## src/rtl/tron_pkg.sv

```systemverilog
// Shared definitions for the Tron playfield grid: geometry defaults,
// cell encodings and the claim FSM state type.
package tron_pkg;

    localparam int DEF_GRID_W = 80;
    localparam int DEF_GRID_H = 60;
    localparam int DEF_ADDR_W = 13;
    localparam int DEF_CELL_W = 2;

    localparam logic [1:0] CELL_EMPTY = 2'd0;
    localparam logic [1:0] CELL_P1    = 2'd1;
    localparam logic [1:0] CELL_P2    = 2'd2;
    localparam logic [1:0] CELL_WALL  = 2'd3;

    typedef enum logic [2:0] {
        ST_IDLE = 3'd0,
        ST_RD   = 3'd1,
        ST_WAIT = 3'd2,
        ST_WR   = 3'd3,
        ST_RESP = 3'd4
    } claim_state_t;

endpackage

```

## src/rtl/rr_arbiter2.sv

```systemverilog
// Two-requester round-robin arbiter. The pointer remembers the winner of
// the last contended arbitration; an uncontended grant leaves it alone.
// After reset player 1 is favoured.
module rr_arbiter2 (
    input  logic clk,
    input  logic reset,
    input  logic i_req1,
    input  logic i_req2,
    input  logic i_take,
    output logic o_gnt1,
    output logic o_gnt2
);

    logic r_prefer2;

    // Combinational grant from live requests and the preference pointer.
    always_comb begin
        o_gnt1 = 1'b0;
        o_gnt2 = 1'b0;
        if (i_req1 && (!i_req2 || !r_prefer2)) begin
            o_gnt1 = 1'b1;
        end else if (i_req2) begin
            o_gnt2 = 1'b1;
        end else begin
            o_gnt1 = 1'b0;
        end
    end

    // Flip preference to the loser whenever both were asking.
    always_ff @(posedge clk) begin
        if (reset) begin
            r_prefer2 <= 1'b0;
        end else if (i_take && i_req1 && i_req2) begin
            r_prefer2 <= o_gnt1;
        end else begin
            r_prefer2 <= r_prefer2;
        end
    end

endmodule

```

## src/rtl/grid_arbiter.sv

```systemverilog
// Single-port grid RAM arbiter: display reads (fixed 3-cycle latency,
// never stalled) > clear engine > atomic player claim FSM.
// Optional build macro: GRID_CLEAR_EN enables the grid clear engine.
module grid_arbiter
    import tron_pkg::*;
#(
    parameter int GRID_W = DEF_GRID_W,
    parameter int GRID_H = DEF_GRID_H,
    parameter int ADDR_W = DEF_ADDR_W,
    parameter int CELL_W = DEF_CELL_W
) (
    input  logic              clk,
    input  logic              reset,
    input  logic              disp_req,
    input  logic [ADDR_W-1:0] disp_addr,
    output logic              disp_valid,
    output logic [CELL_W-1:0] disp_data,
    input  logic              p1_req,
    input  logic [ADDR_W-1:0] p1_addr,
    input  logic              p2_req,
    input  logic [ADDR_W-1:0] p2_addr,
    output logic              p1_ack,
    output logic              p1_hit,
    output logic              p2_ack,
    output logic              p2_hit,
    input  logic              clr_start,
    output logic              clr_busy,
    output logic              clr_done,
    output logic [ADDR_W-1:0] mem_addr,
    output logic              mem_we,
    output logic [CELL_W-1:0] mem_wdata,
    input  logic [CELL_W-1:0] mem_rdata
);

    localparam logic [ADDR_W-1:0] CELLS_A = ADDR_W'(GRID_W * GRID_H);
    localparam logic [CELL_W-1:0] C_EMPTY = CELL_W'(CELL_EMPTY);
    localparam logic [CELL_W-1:0] C_P1    = CELL_W'(CELL_P1);
    localparam logic [CELL_W-1:0] C_P2    = CELL_W'(CELL_P2);

    claim_state_t      r_state, w_next;
    logic              w_gnt1, w_gnt2, w_take, w_claim_go;
    logic              w_clr_block, w_clr_wr;
    logic [ADDR_W-1:0] w_clr_addr;
    logic              w_slot_free;
    logic [ADDR_W-1:0] w_grant_addr, w_claim_addr, r_addr;
    logic              w_who_p2, r_p2;
    logic              w_rd_issue, w_wr_issue, w_ack_set, w_hit;
    logic              r_rd_inflight, r_wr_issued;
    logic              r_dv1, r_dv2;

    rr_arbiter2 u_rr (
        .clk    (clk),
        .reset  (reset),
        .i_req1 (p1_req),
        .i_req2 (p2_req),
        .i_take (w_take),
        .o_gnt1 (w_gnt1),
        .o_gnt2 (w_gnt2)
    );

`ifdef GRID_CLEAR_EN
    logic              r_clr_busy, r_clr_done, r_clr_pend;
    logic [ADDR_W-1:0] r_clr_addr;
    logic              w_clr_accept, w_clr_active;

    // Clear engine start/write decisions; a start arriving mid-claim waits in r_clr_pend.
    always_comb begin
        w_clr_accept = (r_state == ST_IDLE) && !r_clr_busy && (clr_start || r_clr_pend);
        w_clr_addr   = w_clr_accept ? {ADDR_W{1'b0}} : r_clr_addr;
        w_clr_active = w_clr_accept || (r_clr_busy && (r_clr_addr < CELLS_A));
        w_clr_wr     = w_clr_active && !disp_req;
        w_clr_block  = clr_start || r_clr_pend || r_clr_busy;
    end

    // Clear engine state: busy flag, address walker, pending start, done pulse.
    always_ff @(posedge clk) begin
        if (reset) begin
            r_clr_busy <= 1'b0;
            r_clr_done <= 1'b0;
            r_clr_pend <= 1'b0;
            r_clr_addr <= {ADDR_W{1'b0}};
        end else begin
            r_clr_done <= 1'b0;
            if (w_clr_accept) begin
                r_clr_busy <= 1'b1;
                r_clr_pend <= 1'b0;
            end else if (r_clr_busy && (r_clr_addr == CELLS_A)) begin
                r_clr_busy <= 1'b0;
                r_clr_done <= 1'b1;
            end else if (clr_start && !r_clr_busy) begin
                r_clr_pend <= 1'b1;
            end else begin
                r_clr_pend <= r_clr_pend;
            end
            if (w_clr_wr) begin
                r_clr_addr <= w_clr_addr + ADDR_W'(1);
            end else if (w_clr_accept) begin
                r_clr_addr <= {ADDR_W{1'b0}};
            end else begin
                r_clr_addr <= r_clr_addr;
            end
        end
    end

    assign clr_busy = r_clr_busy;
    assign clr_done = r_clr_done;
`else
    logic w_unused_clr;
    assign w_unused_clr = clr_start;
    assign w_clr_wr     = 1'b0;
    assign w_clr_addr   = {ADDR_W{1'b0}};
    assign w_clr_block  = 1'b0;
    assign clr_busy     = 1'b0;
    assign clr_done     = 1'b0;
`endif

    assign w_slot_free  = !disp_req && !w_clr_wr;
    assign w_claim_go   = (r_state == ST_IDLE) && !w_clr_block && (p1_req || p2_req);
    assign w_grant_addr = w_gnt1 ? p1_addr : p2_addr;
    assign w_who_p2     = (r_state == ST_IDLE) ? w_gnt2 : r_p2;
    assign w_claim_addr = (r_state == ST_IDLE) ? w_grant_addr : r_addr;

    // Claim FSM state register.
    always_ff @(posedge clk) begin
        if (reset) begin
            r_state <= ST_IDLE;
        end else begin
            r_state <= w_next;
        end
    end

    // Claim FSM next state and memory/ack decisions.
    always_comb begin
        w_next     = r_state;
        w_take     = 1'b0;
        w_rd_issue = 1'b0;
        w_wr_issue = 1'b0;
        w_ack_set  = 1'b0;
        w_hit      = 1'b0;
        case (r_state)
            ST_IDLE: begin
                if (w_claim_go) begin
                    w_take = 1'b1;
                    if (w_grant_addr >= CELLS_A) begin
                        w_ack_set = 1'b1;
                        w_hit     = 1'b1;
                        w_next    = ST_RESP;
                    end else if (w_slot_free) begin
                        w_rd_issue = 1'b1;
                        w_next     = ST_WAIT;
                    end else begin
                        w_next = ST_RD;
                    end
                end else begin
                    w_next = ST_IDLE;
                end
            end
            ST_RD: begin
                if (w_slot_free) begin
                    w_rd_issue = 1'b1;
                    w_next     = ST_WAIT;
                end else begin
                    w_next = ST_RD;
                end
            end
            ST_WAIT: begin
                // First WAIT cycle is the read on the bus; data arrives the next.
                if (r_rd_inflight) begin
                    w_next = ST_WAIT;
                end else if (mem_rdata == C_EMPTY) begin
                    w_wr_issue = w_slot_free;
                    w_next     = ST_WR;
                end else begin
                    w_ack_set = 1'b1;
                    w_hit     = 1'b1;
                    w_next    = ST_RESP;
                end
            end
            ST_WR: begin
                if (r_wr_issued) begin
                    w_ack_set = 1'b1;
                    w_next    = ST_RESP;
                end else if (w_slot_free) begin
                    w_wr_issue = 1'b1;
                    w_next     = ST_WR;
                end else begin
                    w_next = ST_WR;
                end
            end
            ST_RESP: begin
                w_next = ST_IDLE;
            end
            default: begin
                w_next = ST_IDLE;
            end
        endcase
    end

    // Claim context: granted player/address and read/write progress flags.
    always_ff @(posedge clk) begin
        if (reset) begin
            r_addr        <= {ADDR_W{1'b0}};
            r_p2          <= 1'b0;
            r_rd_inflight <= 1'b0;
            r_wr_issued   <= 1'b0;
        end else begin
            if (w_take) begin
                r_addr <= w_grant_addr;
                r_p2   <= w_gnt2;
            end else begin
                r_addr <= r_addr;
                r_p2   <= r_p2;
            end
            r_rd_inflight <= w_rd_issue;
            if (w_wr_issue) begin
                r_wr_issued <= 1'b1;
            end else if (r_state != ST_WR) begin
                r_wr_issued <= 1'b0;
            end else begin
                r_wr_issued <= r_wr_issued;
            end
        end
    end

    // Registered ack/hit pulses for whichever player owns the claim.
    always_ff @(posedge clk) begin
        if (reset) begin
            p1_ack <= 1'b0;
            p1_hit <= 1'b0;
            p2_ack <= 1'b0;
            p2_hit <= 1'b0;
        end else begin
            p1_ack <= w_ack_set && !w_who_p2;
            p1_hit <= w_ack_set && !w_who_p2 && w_hit;
            p2_ack <= w_ack_set && w_who_p2;
            p2_hit <= w_ack_set && w_who_p2 && w_hit;
        end
    end

    // RAM port slot: display > clear > claim read > claim write.
    always_ff @(posedge clk) begin
        if (reset) begin
            mem_addr  <= {ADDR_W{1'b0}};
            mem_we    <= 1'b0;
            mem_wdata <= {CELL_W{1'b0}};
        end else if (disp_req) begin
            mem_addr  <= disp_addr;
            mem_we    <= 1'b0;
            mem_wdata <= {CELL_W{1'b0}};
        end else if (w_clr_wr) begin
            mem_addr  <= w_clr_addr;
            mem_we    <= 1'b1;
            mem_wdata <= C_EMPTY;
        end else if (w_rd_issue) begin
            mem_addr  <= w_claim_addr;
            mem_we    <= 1'b0;
            mem_wdata <= {CELL_W{1'b0}};
        end else if (w_wr_issue) begin
            mem_addr  <= r_addr;
            mem_we    <= 1'b1;
            mem_wdata <= r_p2 ? C_P2 : C_P1;
        end else begin
            mem_addr  <= mem_addr;
            mem_we    <= 1'b0;
            mem_wdata <= {CELL_W{1'b0}};
        end
    end

    // Display pipeline: address out, RAM data back, registered result.
    always_ff @(posedge clk) begin
        if (reset) begin
            r_dv1      <= 1'b0;
            r_dv2      <= 1'b0;
            disp_valid <= 1'b0;
            disp_data  <= {CELL_W{1'b0}};
        end else begin
            r_dv1      <= disp_req;
            r_dv2      <= r_dv1;
            disp_valid <= r_dv2;
            disp_data  <= r_dv2 ? mem_rdata : {CELL_W{1'b0}};
        end
    end

endmodule
```

## config.mk

```make
export PLATFORM = sky130hd
export DESIGN_NAME = grid_arbiter
export DESIGN_NICKNAME = d
export VERILOG_FILES = /design/src/rtl/tron_pkg.sv /design/src/rtl/rr_arbiter2.sv /design/src/rtl/grid_arbiter.sv
export SDC_FILE = /design/constraint.sdc
export NUM_CORES = 1
export LEC_CHECK = 0
export CAP_MARGIN = 20
export CORE_ASPECT_RATIO = 2
export CORE_UTILIZATION = 35
export DETAILED_ROUTE_END_ITERATION = 7
export PLACE_DENSITY_LB_ADDON = 0.12
export SYNTH_ARGS = -nofsm -noshare
export SYNTH_HDL_FRONTEND = slang
export SYNTH_SLANG_ARGS = --single-unit
```

## constraint.sdc

```tcl
create_clock -name clk -period 3.9 [get_ports clk]
set_clock_uncertainty 0.2 [all_clocks]
set_input_delay 0.39 -clock clk [delete_from_list [all_inputs] [get_ports clk]]
set_output_delay 0.39 -clock clk [all_outputs]
set_load 0.01 [all_outputs]
```

=== Word-level counts from Yosys, hierarchy flattened ===
Cells that the tools add are included.

* Order comparisons: 1
* Equal/unequal tests: 4
* Muxes and demuxes: 37
* Bitwise logic cells: 2
* Reduce and logical (&&, ||, !) cells: 21

{| class="wikitable"
|+ Operators with widths
! operator !! count
|-
| 13-bit two-way mux || 5
|-
| 1-bit two-way mux || 20
|-
| 3-bit two-way mux || 5
|-
| 13-bit greater-or-equal comparator (second input constant) || 1
|-
| 3-bit one-hot mux with 4 select lines || 1
|-
| 1-bit logical AND || 8
|-
| 3-bit by 2-bit == test with 1-bit output (second input constant) || 2
|-
| 1-bit one-hot mux with 2 select lines || 3
|-
| 1-bit logical NOT || 4
|-
| 2-bit two-way mux || 2
|-
| 4-bit OR reduction || 1
|-
| 3-bit by 1-bit == test with 1-bit output (second input constant) || 1
|-
| 3-bit logical NOT || 1
|-
| 3-bit by 2-bit != test with 1-bit output (second input constant) || 1
|-
| 1-bit one-hot mux with 3 select lines || 1
|-
| 3-bit nonzero test || 1
|-
| 3-bit OR reduction || 1
|-
| 2-bit logical NOT || 1
|-
| 1-bit logical OR || 2
|-
| 1-bit inverter || 2
|-
| 2-bit nonzero test || 1
|-
| 2-bit OR reduction || 1
|}

* Register bits after elaboration: 45
* Input port bits: 47

=== Depth between registers and ports, before layout ===
* Word-level depth: 11
* Gate-level depth with buffers: 8
* Depth with buffers taken out: 5

=== Modules after synthesis ===
Synthesis repeated with hierarchy kept, for this count alone.

* Cell total of the unflattened synthesis: 242
* Area total of the unflattened synthesis: 2107.0 um^2

{| class="wikitable"
|+ Modules (own cells, without submodules)
! module !! instances !! cells each !! area an instance (um^2)
|-
| grid_arbiter || 1 || 234 || 2037.0
|-
| rr_arbiter2 || 1 || 8 || 70.1
|}

=== Least setup slack after synthesis ===
Ideal clock, no wire load.

* Path kind: input to register
* Start point: in p2_addr[6]
* End point: reg mem_addr[10]
* Setup time: 91 ps
* Arrival time: 1651 ps
* Setup slack: 1958 ps
* Cell stages on the path: 7
* Path buffers: 2
* Cell sequence: a21o_1 a311o_4 a21boi_2 buf_6 buf_6 nor3_1 a311oi_1

* Cells in the longest elaborated chain, start to end: 7
* Elaborated cells between the ends (all ways): 8

{| class="wikitable"
|+ Ends and longest elaborated chain
! element !! line !! source
|-
| start: declaration || grid_arbiter.sv:21 || <nowiki>input logic [ADDR_W-1:0] p2_addr,</nowiki>
|-
| 13-bit two-way mux (*) || grid_arbiter.sv:119 || <nowiki>assign w_grant_addr = w_gnt1 ? p1_addr : p2_addr;</nowiki>
|-
| 13-bit greater-or-equal comparator (*) || grid_arbiter.sv:144 || <nowiki>if (w_grant_addr >= CELLS_A) begin</nowiki>
|-
| 1-bit two-way mux (*) || grid_arbiter.sv:144 ||
|-
| 1-bit two-way mux (*) || grid_arbiter.sv:142 || <nowiki>if (w_claim_go) begin</nowiki>
|-
| 1-bit one-hot mux with 2 select lines (*) || grid_arbiter.sv:140 || <nowiki>case (r_state)</nowiki>
|-
| 13-bit two-way mux || grid_arbiter.sv:254 || <nowiki>end else if (w_rd_issue) begin</nowiki>
|-
| 13-bit two-way mux || grid_arbiter.sv:246 || <nowiki>end else if (disp_req) begin</nowiki>
|-
| end signal: assignment || grid_arbiter.sv:247 || <nowiki>mem_addr <= disp_addr;</nowiki>
|-
| end signal: assignment || grid_arbiter.sv:251 || <nowiki>mem_addr <= w_clr_addr;</nowiki>
|-
| end signal: assignment || grid_arbiter.sv:255 || <nowiki>mem_addr <= w_claim_addr;</nowiki>
|-
| end: declaration || grid_arbiter.sv:29 || <nowiki>output logic [ADDR_W-1:0] mem_addr,</nowiki>
|}

Mark *: on every way between the ends. The rest lies on a longest branch, timed or not.
A chain may end at the register's enable or synchronous reset.

=== Worst setup path in the final report ===
* Start point: in p1_req
* End point: reg mem_addr[6]

* Cells in the longest elaborated chain, start to end: 9
* Elaborated cells between the ends (all ways): 13

{| class="wikitable"
|+ Ends and longest elaborated chain
! element !! line !! source
|-
| start: declaration || grid_arbiter.sv:18 || <nowiki>input logic p1_req,</nowiki>
|-
| 1-bit logical AND || rr_arbiter2.sv:20 || <nowiki>if (i_req1 && (!i_req2 || !r_prefer2)) begin</nowiki>
|-
| 1-bit two-way mux || rr_arbiter2.sv:20 ||
|-
| 13-bit two-way mux || grid_arbiter.sv:119 ||
|-
| 13-bit greater-or-equal comparator || grid_arbiter.sv:144 ||
|-
| 1-bit two-way mux || grid_arbiter.sv:144 ||
|-
| 1-bit two-way mux || grid_arbiter.sv:142 ||
|-
| 1-bit one-hot mux with 2 select lines || grid_arbiter.sv:140 ||
|-
| 13-bit two-way mux || grid_arbiter.sv:254 ||
|-
| 13-bit two-way mux || grid_arbiter.sv:246 ||
|}

Parallel ways exist; a longest one is shown, timed or not.

==> impl_metrics.csv <==
group,metric,value,unit
run_status,outcome,"complete, no violations",
drt,drt-wirelength-per-cell,15.6,um
yosys,synth.avg_cell_area,8.96,sq um
global_routing,grt_max_degree,32,
drt,ant_nets,0,
yosys,ys_seq_area_share,44.5,%
drt,num_vias,1927,
clock_network,numCtsBuffers,5,
yosys,synth_compound_area_share,22.7,%
cells_and_area,nNetsFinal,336,
cells_and_area,drive_gt1_share,6.55,%
sta,maxSlewViolCount,0,
floorplan,start_util,36.7,%
place,dp_slack,0.882,ns
place,place.gp.congestion,0.722,
sta,fmax,0.376,GHz
clock_network,cts_tree,"yes",
sta,period_share,68.1,%
sta,setup_ws,1.24,ns
power_and_ir_drop,powerDensity,437,nW/um^2
clock_network,cts_setup_buffers,0,
clock_network,h-tree-depth,2,
sta,min_period,2.66,ns
clock_network,cts_repair_resize_count,0,
place,portBuffers,68,
setup_path,crit_type,"input port to flip-flop",
sta,rsz0062_at_grt,"false",
setup_path,worstPathArrival,2.65,ns
place,placed_cells,341,
setup_path,cp-end-kind,"flip-flop",
floorplan,io-pin-count,72,
sta,finalSetupViolCount,0,
setup_path,critPathRequiredTime,3.90,ns
setup_path,cp_max_fo,12,
global_routing,grt_pass1_wl,8750,um
run,drv_cap,0,
clock_network,clk_latency,0.29,ns
yosys,synth-simple-area-share,20.0,%
cells_and_area,finalNonFillerCells,350,
global_routing,overflow,0,
sta,hold_viol,0,
power_and_ir_drop,ir_worst_vdd,0.000291,V
drt,finalWirelength,5460,um
cells_and_area,diodes,0,
yosys,synth_warnings,0,
floorplan,die_w,55.8,um
hold_path,worstHoldPathType,"flip-flop to flip-flop",
yosys,synthCells,226,
global_routing,grt_use_total,18.6,%
cells_and_area,area_growth,41.3,%
clock_network,hold_buffers,0,
yosys,syn_area,2020,sq um
yosys,ys_seq_elements,45,
global_routing,grt_pass1_vias,1883,
clock_network,root_buffer,"clkbuf_8",
setup_path,critical_path.startpoint_type,"input port",
floorplan,dieArea,6110,sq um
cells_and_area,n_fill_cell,566,
clock_network,clkSinkCount,45,
drt,drc,0,
place,hpwlAfterDp,3990,um
yosys,synth_cell_types,38,
floorplan,core_area,5520,sq um
drt,via_per_inst,5.51,
sta,worstMarginPinSlew,0.508,ns
clock_network,clockBufferDepth,2,
yosys,synth_mux_area_share,6.43,%
sta,tns,0,ns
drt,first_iter_violations,22,
global_routing,antenna_found_initial,0,
floorplan,rows,38,
clock_network,clk_pin_slew,0.08,ns
power_and_ir_drop,p_leak,1.08,nW
yosys,synth_top_family_by_area,"compound AO/OA/AOI/OAI gates",
yosys,yosys.area_share.adder,0,%
floorplan,dieHeight,110,um
sta,slew_headroom,66.1,%
drt,first_pass_iters,4,
yosys,synth_xor_area_share,0.433,%
[cell families (layout without fill, tap and decap cells)]
group	count (synthesis)	after routing
AO/OA/AOI/OAI	59	59
XOR/XNOR	1	1
buffers and inverters	21	84
flip-flops	45	45
multiplexers	13	13
other	1	2
AND/OR/NAND/NOR	86	86
[Yosys cell counts, drive strengths merged]
cell | instances | area [sq um]
dfxtp | 45 | 901
nand2 | 29 | 109
nor2 | 19 | 71.3
nor3 | 17 | 90.1
o21ai | 17 | 85.1
a311oi | 13 | 114
mux2i | 13 | 130
buf | 12 | 82.6
o221ai | 12 | 105
clkbuf | 8 | 30.0
nor2b | 6 | 37.5
and2 | 5 | 31.3
a211oi | 4 | 35.0
nor4 | 3 | 18.8
a21boi | 2 | 30.0
a21oi | 2 | 10.0
a32oi | 2 | 17.5
nand3 | 2 | 10.0
o21a | 2 | 15.0
a21o | 1 | 7.51
a311o | 1 | 20.0
a31oi | 1 | 6.26
conb | 1 | 3.75
inv | 1 | 3.75
nand2b | 1 | 6.26
nand3b | 1 | 7.51
nor3b | 1 | 7.51
nor4b | 1 | 8.76
o211ai | 1 | 7.51
o21bai | 1 | 7.51
or2 | 1 | 6.26
xor2 | 1 | 8.76
[layout make-up]
cell class	instances	area, sq um	area share (%)
Timing Repair Buffer	75	753	26.3
Sequential cell	45	901	31.5
Clock inverter	1	30.0	1.05
Multi-Input combinational cell	161	1010	35.3
Tap cell	60	75.1	2.62
Clock buffer	7	86.3	3.02
Inverter	1	3.75	0.131
[critical path, cell delays in order]
cell and delay (ns):
clkdlybuf4s50_1 0.54, a21boi_4 0.32, buf_4 0.27, a311o_4 0.16
and2_1 0.41, o221ai_1 0.25, a311oi_1 0.32
[metrics by stage]
stage	power [mW]	utilization, %	instance area [sq um]	hold slack, ns
after detailed placement	0.899	49.3	2720	0.234
after global placement	0.895	49.3	2720	0.230
after global routing	1.32	51.9	2860	0.277
final	1.25	51.9	2860	0.246
after CTS	1.26	51.4	2830	0.253
after floorplan	0.755	-	2030	0.214
[state kept, by name, summed over array words and instances (netlist names), 2 cells and up]
register	count
disp_data	2
mem_addr	13
mem_wdata	2
r_addr	13
r_state	3
[cells in the final DEF (no fill, tap or decap), types with 2 or more instances in the layout]
cell,n
a21oi_1,2
nor2_1,19
nand3_1,2
clkbuf_8,6
a211oi_1,3
and2_1,5
o21a_1,2
a32oi_1,2
conb_1,2
dfxtp_1,45
o221ai_1,12
buf_4,6
mux2i_1,13
o21ai_0,16
nor2b_1,6
nor3_1,16
nor4_1,3
clkdlybuf4s50_1,68
nand2_1,29
a311oi_1,13
[metal layers]
| metal | track usage [%] | vias to the layer above | wire (um) |
|---|---|---|---|
| li1 | - | 947 | - |
| met1 | 18.0 | 916 | 2010 |
| met2 | 37.0 | 56 | 3130 |
| met3 | 3.18 | 8 | 172 |
| met4 | 8.93 | 0 | 140 |
| met5 | 0 | - | 0 |
[path summary, 6_finish.rpt]
path | startpoint | end | slack [ns] | cells past startpoint
hold / removal | r_dv1 | r_dv2 | 0.25 | 1
setup / recovery | p1_req | mem_addr[6] | 1.24 | 7
setup reg to reg | r_state[0] | mem_addr[6] | 1.39 | 7
hold reg to reg | r_dv1 | r_dv2 | 0.25 | 1
[report_power, final]
part	internal [mW]	total, mW	switching, mW
clock network	0.209	0.359	0.151
logic	0.169	0.342	0.173
registers	0.515	0.548	0.0333
total	0.893	1.25	0.357
Power figures use the tool's default switching activity.
